**config.mk**
```make
export PLATFORM = sky130hd
export DESIGN_NAME = axis_load_sweep_ctrl
export DESIGN_NICKNAME = d
export VERILOG_FILES = /design/src/rtl/axis_load_sweep_ctrl.sv
export SDC_FILE = /design/constraint.sdc
export NUM_CORES = 1
export LEC_CHECK = 0
export BUFFER_PORTS_ARGS = -buffer_cell sky130_fd_sc_hd__buf_2
export CORE_AREA = 2 2 148 150
export CTS_BUF_LIST = sky130_fd_sc_hd__clkbuf_8
export CTS_CLUSTER_DIAMETER = 100
export DETAILED_ROUTE_END_ITERATION = 10
export DIE_AREA = 0 0 150 152
export MAX_ROUTING_LAYER = met4
export PLACE_DENSITY = 0.63
export SLEW_MARGIN = 20
export SYNTH_ARGS = -nofsm -noshare
export SYNTH_HDL_FRONTEND = slang
export SYNTH_SLANG_ARGS = --single-unit
```
**constraint.sdc**
```tcl
create_clock -name clk -period 2.7 [get_ports clk]
set_clock_uncertainty 0.05 [all_clocks]
set_input_delay 0.54 -clock clk [delete_from_list [all_inputs] [get_ports clk]]
set_output_delay 0.54 -clock clk [all_outputs]
set_load 0.005 [all_outputs]
```
**src/rtl/axis_load_sweep_ctrl.sv**
```systemverilog
// axis_load_sweep_ctrl: steps a NoC traffic harness through a load table, one result record per point; LOAD_SWEEP_CYCLES_EN reports RUN duration in result_cycles
module axis_load_sweep_ctrl #(
  parameter int NUM_TG = 16,
  parameter int NUM_LOADS = 12,
  parameter int LOAD_WIDTH = 16,
  parameter int COUNT_WIDTH = 32,
  parameter int RESET_CYCLES = 6,
  parameter int START_DELAY = 5,
  parameter int DRAIN_CYCLES = 3,
  parameter longint unsigned TIMEOUT = 64'h8000_0000,
  localparam int IW = NUM_LOADS > 1 ? $clog2(NUM_LOADS) : 1
) (
  input  logic clk,
  input  logic rst_n,
  input  logic go,
  input  logic abort,
  input  logic [NUM_LOADS*LOAD_WIDTH-1:0] load_table,
  output logic tg_rst_n,
  output logic [LOAD_WIDTH-1:0] load,
  output logic [NUM_TG-1:0] start,
  input  logic [NUM_TG-1:0] done,
  input  logic [NUM_TG-1:0] error,
  input  logic [COUNT_WIDTH-1:0] sum_sent,
  input  logic [COUNT_WIDTH-1:0] sum_recv,
  output logic busy,
  output logic result_valid,
  output logic [IW-1:0] result_idx,
  output logic [NUM_TG-1:0] result_error,
  output logic result_timeout,
  output logic [COUNT_WIDTH-1:0] result_cycles,
  output logic sweep_done
);
  localparam int DMAX = RESET_CYCLES > START_DELAY ?
    (RESET_CYCLES > DRAIN_CYCLES ? RESET_CYCLES : DRAIN_CYCLES) :
    (START_DELAY > DRAIN_CYCLES ? START_DELAY : DRAIN_CYCLES);
  localparam int CW = $clog2(DMAX + 1);
  localparam logic [COUNT_WIDTH-1:0] TMO = COUNT_WIDTH'(TIMEOUT);
  localparam logic [IW-1:0] LAST = IW'(NUM_LOADS - 1);
  typedef enum logic [2:0] {IDLE, RESET, SETTLE, RUN, REPORT, DRAIN} state_t;
  state_t state, state_n;
  logic [CW-1:0] cnt, cnt_n;
  logic [COUNT_WIDTH-1:0] timer, timer_n;
  logic [IW-1:0] idx, idx_n;
  logic [LOAD_WIDTH-1:0] tbl [NUM_LOADS];
  logic [LOAD_WIDTH-1:0] load_n;
  logic [NUM_TG-1:0] start_n;
  logic go_q, sd_n, cond_a, cond_b, fin;
  for (genvar k = 0; k < NUM_LOADS; k++) begin : g_tbl
    assign tbl[k] = load_table[k*LOAD_WIDTH +: LOAD_WIDTH];
  end
  assign cond_a = start == '0 && &done && sum_sent == sum_recv;
  assign cond_b = timer >= TMO;
  assign fin = state == RUN && (cond_a || cond_b) && !abort;
  always_comb begin
    state_n = state;
    cnt_n = cnt == '0 ? cnt : cnt - CW'(1);
    idx_n = idx;
    load_n = load;
    timer_n = '0;
    start_n = '0;
    sd_n = 1'b0;
    if (abort)
      state_n = IDLE;
    else
      case (state)
        IDLE: if (go & ~go_q) begin
          state_n = RESET;
          idx_n = '0;
          load_n = tbl[0];
          cnt_n = CW'(RESET_CYCLES - 1);
        end
        RESET: if (cnt == '0) begin
          state_n = SETTLE;
          cnt_n = CW'(START_DELAY - 1);
        end
        SETTLE: if (cnt == '0) begin
          state_n = RUN;
          start_n = '1;
        end
        RUN: begin
          timer_n = &timer ? timer : timer + COUNT_WIDTH'(1);
          start_n = fin ? '0 : start & ~done;
          state_n = fin ? REPORT : RUN;
        end
        REPORT: begin
          state_n = DRAIN;
          cnt_n = CW'(DRAIN_CYCLES - 1);
        end
        DRAIN: if (cnt == '0) begin
          state_n = idx == LAST ? IDLE : RESET;
          sd_n = idx == LAST;
          idx_n = idx == LAST ? idx : idx + IW'(1);
          load_n = idx == LAST ? load : tbl[idx + IW'(1)];
          cnt_n = idx == LAST ? cnt : CW'(RESET_CYCLES - 1);
        end
        default: state_n = IDLE;
      endcase
  end
  always_ff @(posedge clk or negedge rst_n)
    if (!rst_n) begin
      state <= IDLE;
      cnt <= '0;
      timer <= '0;
      idx <= '0;
      go_q <= 1'b0;
      tg_rst_n <= 1'b0;
      load <= '0;
      start <= '0;
      busy <= 1'b0;
      result_valid <= 1'b0;
      result_idx <= '0;
      result_error <= '0;
      result_timeout <= 1'b0;
      sweep_done <= 1'b0;
    end else begin
      state <= state_n;
      cnt <= cnt_n;
      timer <= timer_n;
      idx <= idx_n;
      go_q <= go;
      load <= load_n;
      start <= start_n;
      tg_rst_n <= state_n inside {SETTLE, RUN, REPORT, DRAIN};
      busy <= state_n != IDLE;
      result_valid <= fin;
      sweep_done <= sd_n;
      if (fin) begin
        result_idx <= idx;
        result_error <= error;
        result_timeout <= !cond_a;
      end
    end
`ifdef LOAD_SWEEP_CYCLES_EN
  always_ff @(posedge clk or negedge rst_n)
    if (!rst_n)
      result_cycles <= '0;
    else if (fin)
      result_cycles <= timer_n;
`else
  assign result_cycles = '0;
`endif
endmodule
```
Yosys cells after proc, flatten, opt, wreduce, memory -nomap -nowiden. Index checks and enable logic that the tools add are counted. Widths: inputs -> output; s select.

Add/subtract/negate cells: 3. Magnitude comparators: 2. Equal/unequal tests: 16. Mux-type cells: 36. Bitwise gates (word level): 6. Reductions and logical operators: 16.

Operators by type and width (number): $mux 16 (8); $mux 32 (3); $bmux 16 s4 (1); $pmux 16 s2 (2); $mux 3 (12); $add 32x1->32 const B (1); $eq 32x32->1 (1); $ge 32x32->1 const B (1); $reduce_and 32->1 (1); $pmux 3 s6 (1); $and 16x16->16 (1); $logic_not 16->1 (1); $not 16->16 (1); $reduce_and 16->1 (1); $eq 3x2->1 const B (4); $eq 3x3->1 const B (4); $mux 4 (3); $pmux 3 s4 (1); $pmux 4 s2 (1); $logic_not 3->1 (2); $ne 2x2->1 const B (3); $ge 5x5->1 const B (1); $not 4->5 (1); $reduce_and 5->1 (1); other kinds (15) (23).

Flip-flop bits (word level): 100. Bits of input ports: 292. Output and inout bits: 89. Logic and storage cells: 93.

Logic depth before layout (Yosys ltp).
Depth after elaboration: 11. Gate-level depth with buffers: 11. Gate-level depth less buffers: 10.

Least setup slack after synthesis. Ideal clock, no wire load.

Path type: register to register. From: register idx[1]. To: register load[12]. Setup time: 0.121 ns. Data arrival time: 2.012 ns. Required time: 2.529 ns. Path slack: 0.517 ns. Stages on the path, launching flop included: 8. Path buffers: 2. Clock period less this slack: 2.183 ns. Path through: dfrtp_1 ha_1 buf_2 clkbuf_1 mux4_2 a31oi_1 o21ai_0 a22o_1.

Longest elaborated chain between the ends: 8. Elaborated cells between the ends (all ways): 11. Those cells by class: add/sub: 1; eq/ne: 2; mux: 6; bitwise: 1; reduce/logical: 1.

Ends and longest elaborated chain: start: declaration (RTL line 43) `logic [IW-1:0] idx, idx_n;`; start signal: assignment (RTL line 119) `idx <= idx_n;`; $add 4x1->4 (RTL line 93) `load_n = idx == LAST ? load : tbl[idx + IW'(1)];`; $not 4->5 (not written as such) (RTL line 93); $bmux 16 s4 (RTL line 93); $mux 16 (not written as such) (2 in a row) (RTL line 93); $mux 16 (RTL line 93); $mux 16 (RTL line 89) `DRAIN: if (cnt == '0) begin`; $pmux 16 s2 (RTL line 65) `case (state)`; end signal: assignment (RTL line 121) `load <= load_n;`; end: declaration (RTL line 19) `output logic [LOAD_WIDTH-1:0] load,`.

Parallel ways exist; a longest one is shown, timed or not. The select of a mux whose other input is x is not followed. A chain may end at the register's enable or synchronous reset.

Final worst setup path.
From: register start[14]. To: register result_error[4].

Longest elaborated chain between the ends: 6.

Ends and longest elaborated chain: start: declaration (RTL line 20) `output logic [NUM_TG-1:0] start,`; start signal: assignment (RTL line 122) `start <= start_n;`; $logic_not 16->1 (RTL line 51) `assign cond_a = start == '0 && &done && sum_sent == sum_recv;`; $logic_and 1x1->1 (2 in a row) (RTL line 51); $logic_or 1x1->1 (RTL line 53) `assign fin = state == RUN && (cond_a || cond_b) && !abort;`; $logic_and 1x1->1 (2 in a row) (RTL line 53); end signal: assignment (RTL line 129) `result_error <= error;`; end: declaration (RTL line 28) `output logic [NUM_TG-1:0] result_error,`.

Every way passes these cells.

==> impl_metrics.py <==
metrics = {
    "critical_path": {
        "cp_max_fo": 20,
        "crit_arrival_ns": 2.59,
        "worstPathRequired_ns": 2.93,
        "slowest_delay_ns": 0.62,
        "path_cells": "nor4bb_1 -> nand4_1 -> or4b_1 -> buf_4 -> o21ai_1 -> nand3_1",
        "reg2reg_slack_ns": 0.34,
        "cp_slowest_cell": "or4b_1",
        "crit_family": "simple AND/OR/NAND/NOR gates",
        "end_kind": "register",
        "critPathKind": "reg -> reg",
        "start_kind": "register",
        "reg2reg_depth": 6,
        "path_buf_inv": 1,
        "timing.rr.start": "start[14]",
        "r2r-end": "result_error[4]",
    },
    "global_route": {
        "grt_pass1_wl_mm": 40.50,
        "grt_pass1_vias": 7438,
        "grt-ovfl-total": 0,
        "antenna_found_initial": 7,
        "grt_max_degree": 54,
        "gr-usage-all-layers_pct": 23.50,
    },
    "logic_synthesis": {
        "synth-edff-count": 0,
        "yosysSeqAreaShare_pct": 33.61,
        "yosysTopAreaCell": "dfrtp_1",
        "synth_top_area_share_pct": 33.61,
        "synthCells": 773,
        "syn_area_per_cell_um2": 9.632,
        "synth_seq_cells": 100,
        "netlist_top_cells_area": "dfrtp_1, mux4_2, o21ai_0, buf_4, nor2_1",
        "netlist_area_um2": 7446,
        "synth_ff_type": "dfrtp_1",
        "yosysWarningCount": 0,
        "ys_types": 63,
        "synthArstFlopShare_pct": 100.0,
    },
    "routing": {
        "firstDrtPassIters": 5,
        "avgRoutedWirePerCell_um": 18.79,
        "drc": 0,
        "totalWireLength_mm": 26.14,
        "drtIter0Drc": 391,
        "ant_nets": 0,
        "viasPerCell": 5.371,
        "dr_total_vias": 7471,
    },
    "cells_and_area": {
        "syn_to_final_growth_pct": 30.28,
        "final_area_um2": 9701,
        "drive_above_1_share_pct": 41.54,
        "layout.nets": 1399,
        "nFillCells": 2137,
        "final_common_cell": "buf_2",
        "mostFrequentLayoutCells": "buf_2, dfrtp_1, o21ai_0",
    },
    "timing": {
        "rsz0062_at_grt": "no",
        "finalSetupViolCount": 0,
        "finalWorstSetupSlack_ns": 0.3404,
        "fin_setup_tns_ns": 0,
        "max_slew_margin_pct": 55.06,
        "hold_viol": 0,
        "fmax_ghz": 0.4238,
        "timing_worst_slew_pin_value_ns": 0.6684,
        "maxSlewViolCount": 0,
        "finalCritPeriodShare_pct": 87.39,
        "fin_crit_ns": 2.360,
    },
    "pwr": {
        "leakage_nw": 4.563,
        "peakVddDrop_uv": 202.0,
        "cellPowerDensity_nw_per_um2": 359.8,
    },
    "floorplan": {
        "io_pins": 381,
        "core_area_um2": 21350,
        "dieArea_um2": 22800,
        "row_count": 54,
        "die_x_um": 150,
        "start_util_pct": 34.87,
        "die_y_um": 152,
    },
    "cts": {
        "cts_setup_buffers": 0,
        "clkSinkCount": 100,
        "cts_buffers": 9,
        "cts_tree": "yes",
        "root_buffer": "clkbuf_8",
        "clk_latency_ns": 0.40,
        "clkSlewWorstSetupHoldPaths_ns": 0.11,
        "hold_buffers": 0,
        "clockBufferDepth": 2,
        "post_cts_resized": 0,
        "cts_max_level": 3,
    },
    "place": {
        "gp_congestion": 0.8749,
        "hpwlAfterDp_mm": 20.50,
        "place_area_um2": 9500,
        "port-buffer-count": 348,
        "post-place-ws_ns": 0.1109,
    },
    "status": {
        "outcome": "finished, final reports clean",
    },
    "worst_hold_path": {
        "hold_path.class": "in -> async",
    },
    "run": {
        "cap_violations": 0,
    },
}
per-layer routing:
| metal | up-vias | track usage [%] | part of all wire [%] |
|---|---|---|---|
| met2 | 270 | 40.47 | 53 |
| li1 | 3531 | - | - |
| met4 | 0 | 8.131 | 2.2 |
| met1 | 3636 | 27.73 | 39 |
| met5 | - | - | 0 |
| met3 | 34 | 3.754 | 5.6 |
metrics by stage:
step                      utilization (%)  cells  power (mW)  hold slack, ns
after detailed placement            44.50   1369       2.537          0.4149
after CTS                           45.36   1385       3.540         0.02193
after global routing                45.43   1391       3.687         0.04485
after global placement              44.50   1369       2.528          0.4029
final                               45.43   1391       3.491         0.02728
after floorplan                         -    804       2.112          0.1944
registers in the layout (all words and copies together) (netlist names):
signal and cells:
busy 1, cnt 3, go_q 1, idx 4
load 16, result_error 16, result_idx 4, result_timeout 1
result_valid 1, start 16, state 3, sweep_done 1
tg_rst_n 1, timer 32
cell families (layout without fill, tap and decap cells):
family | after synthesis | in the layout | synth area share [%]
flops | 100 | 100 | 33.61
mux | 68 | 68 | 17.22
simple gates | 278 | 278 | 21.51
other cells | 1 | 38 | 0.05036
compound gates | 183 | 183 | 15.14
buf+inv | 100 | 401 | 7.058
fa+ha+maj | 7 | 7 | 1.176
xor+xnor | 36 | 36 | 4.235
layout make-up:
type	instances	area, um2	share of cell area, %
sequential	100	2506	25.84
multi-input combinational	604	4577	47.18
timing repair buffer	377	2037	21.00
tap	280	350.3	3.612
inverter	8	30.03	0.3096
antenna	6	15.01	0.1548
clock inverter	6	47.55	0.4901
clock buffer	10	137.6	1.419
report_power, final:
| group | total (mW) | leakage, nW | internal, mW | switching (mW) |
|---|---|---|---|---|
| logic | 0.847 | 3.10 | 0.462 | 0.385 |
| registers | 1.66 | 1.36 | 1.60 | 0.0617 |
| clock network | 0.983 | 0.0986 | 0.372 | 0.611 |
| total | 3.49 | 4.56 | 2.43 | 1.06 |
cell usage after synthesis, drive strengths merged (4+ instances only):
cell type,count
o21ai,79
inv,8
dfrtp,100
nor4,8
nor2,52
nand3,36
a31oi,19
o31ai,8
buf,45
and2,24
mux4,48
or4,13
clkbuf,47
xor2,16
or2,4
nand4,32
mux2i,19
or3,16
and4,8
nand2b,19
a22o,16
nor2b,6
nand2,37
a21oi,26
nor3,6
xnor2,20
a22oi,20
ha,7
how the worst max path moves through the flow:
stage	from	endpoint	slack, ns	depth (start not counted)
floorplan	idx[1]	load[12]	0.52	7
global placement	done[8]	result_error[2]	0.14	7
detailed placement	done[8]	result_error[10]	0.11	7
CTS	start[4]	result_error[15]	0.31	6
global route	start[14]	result_error[15]	0.23	6
finish	start[14]	result_error[4]	0.34	6
Power figures use the tool's default switching activity.
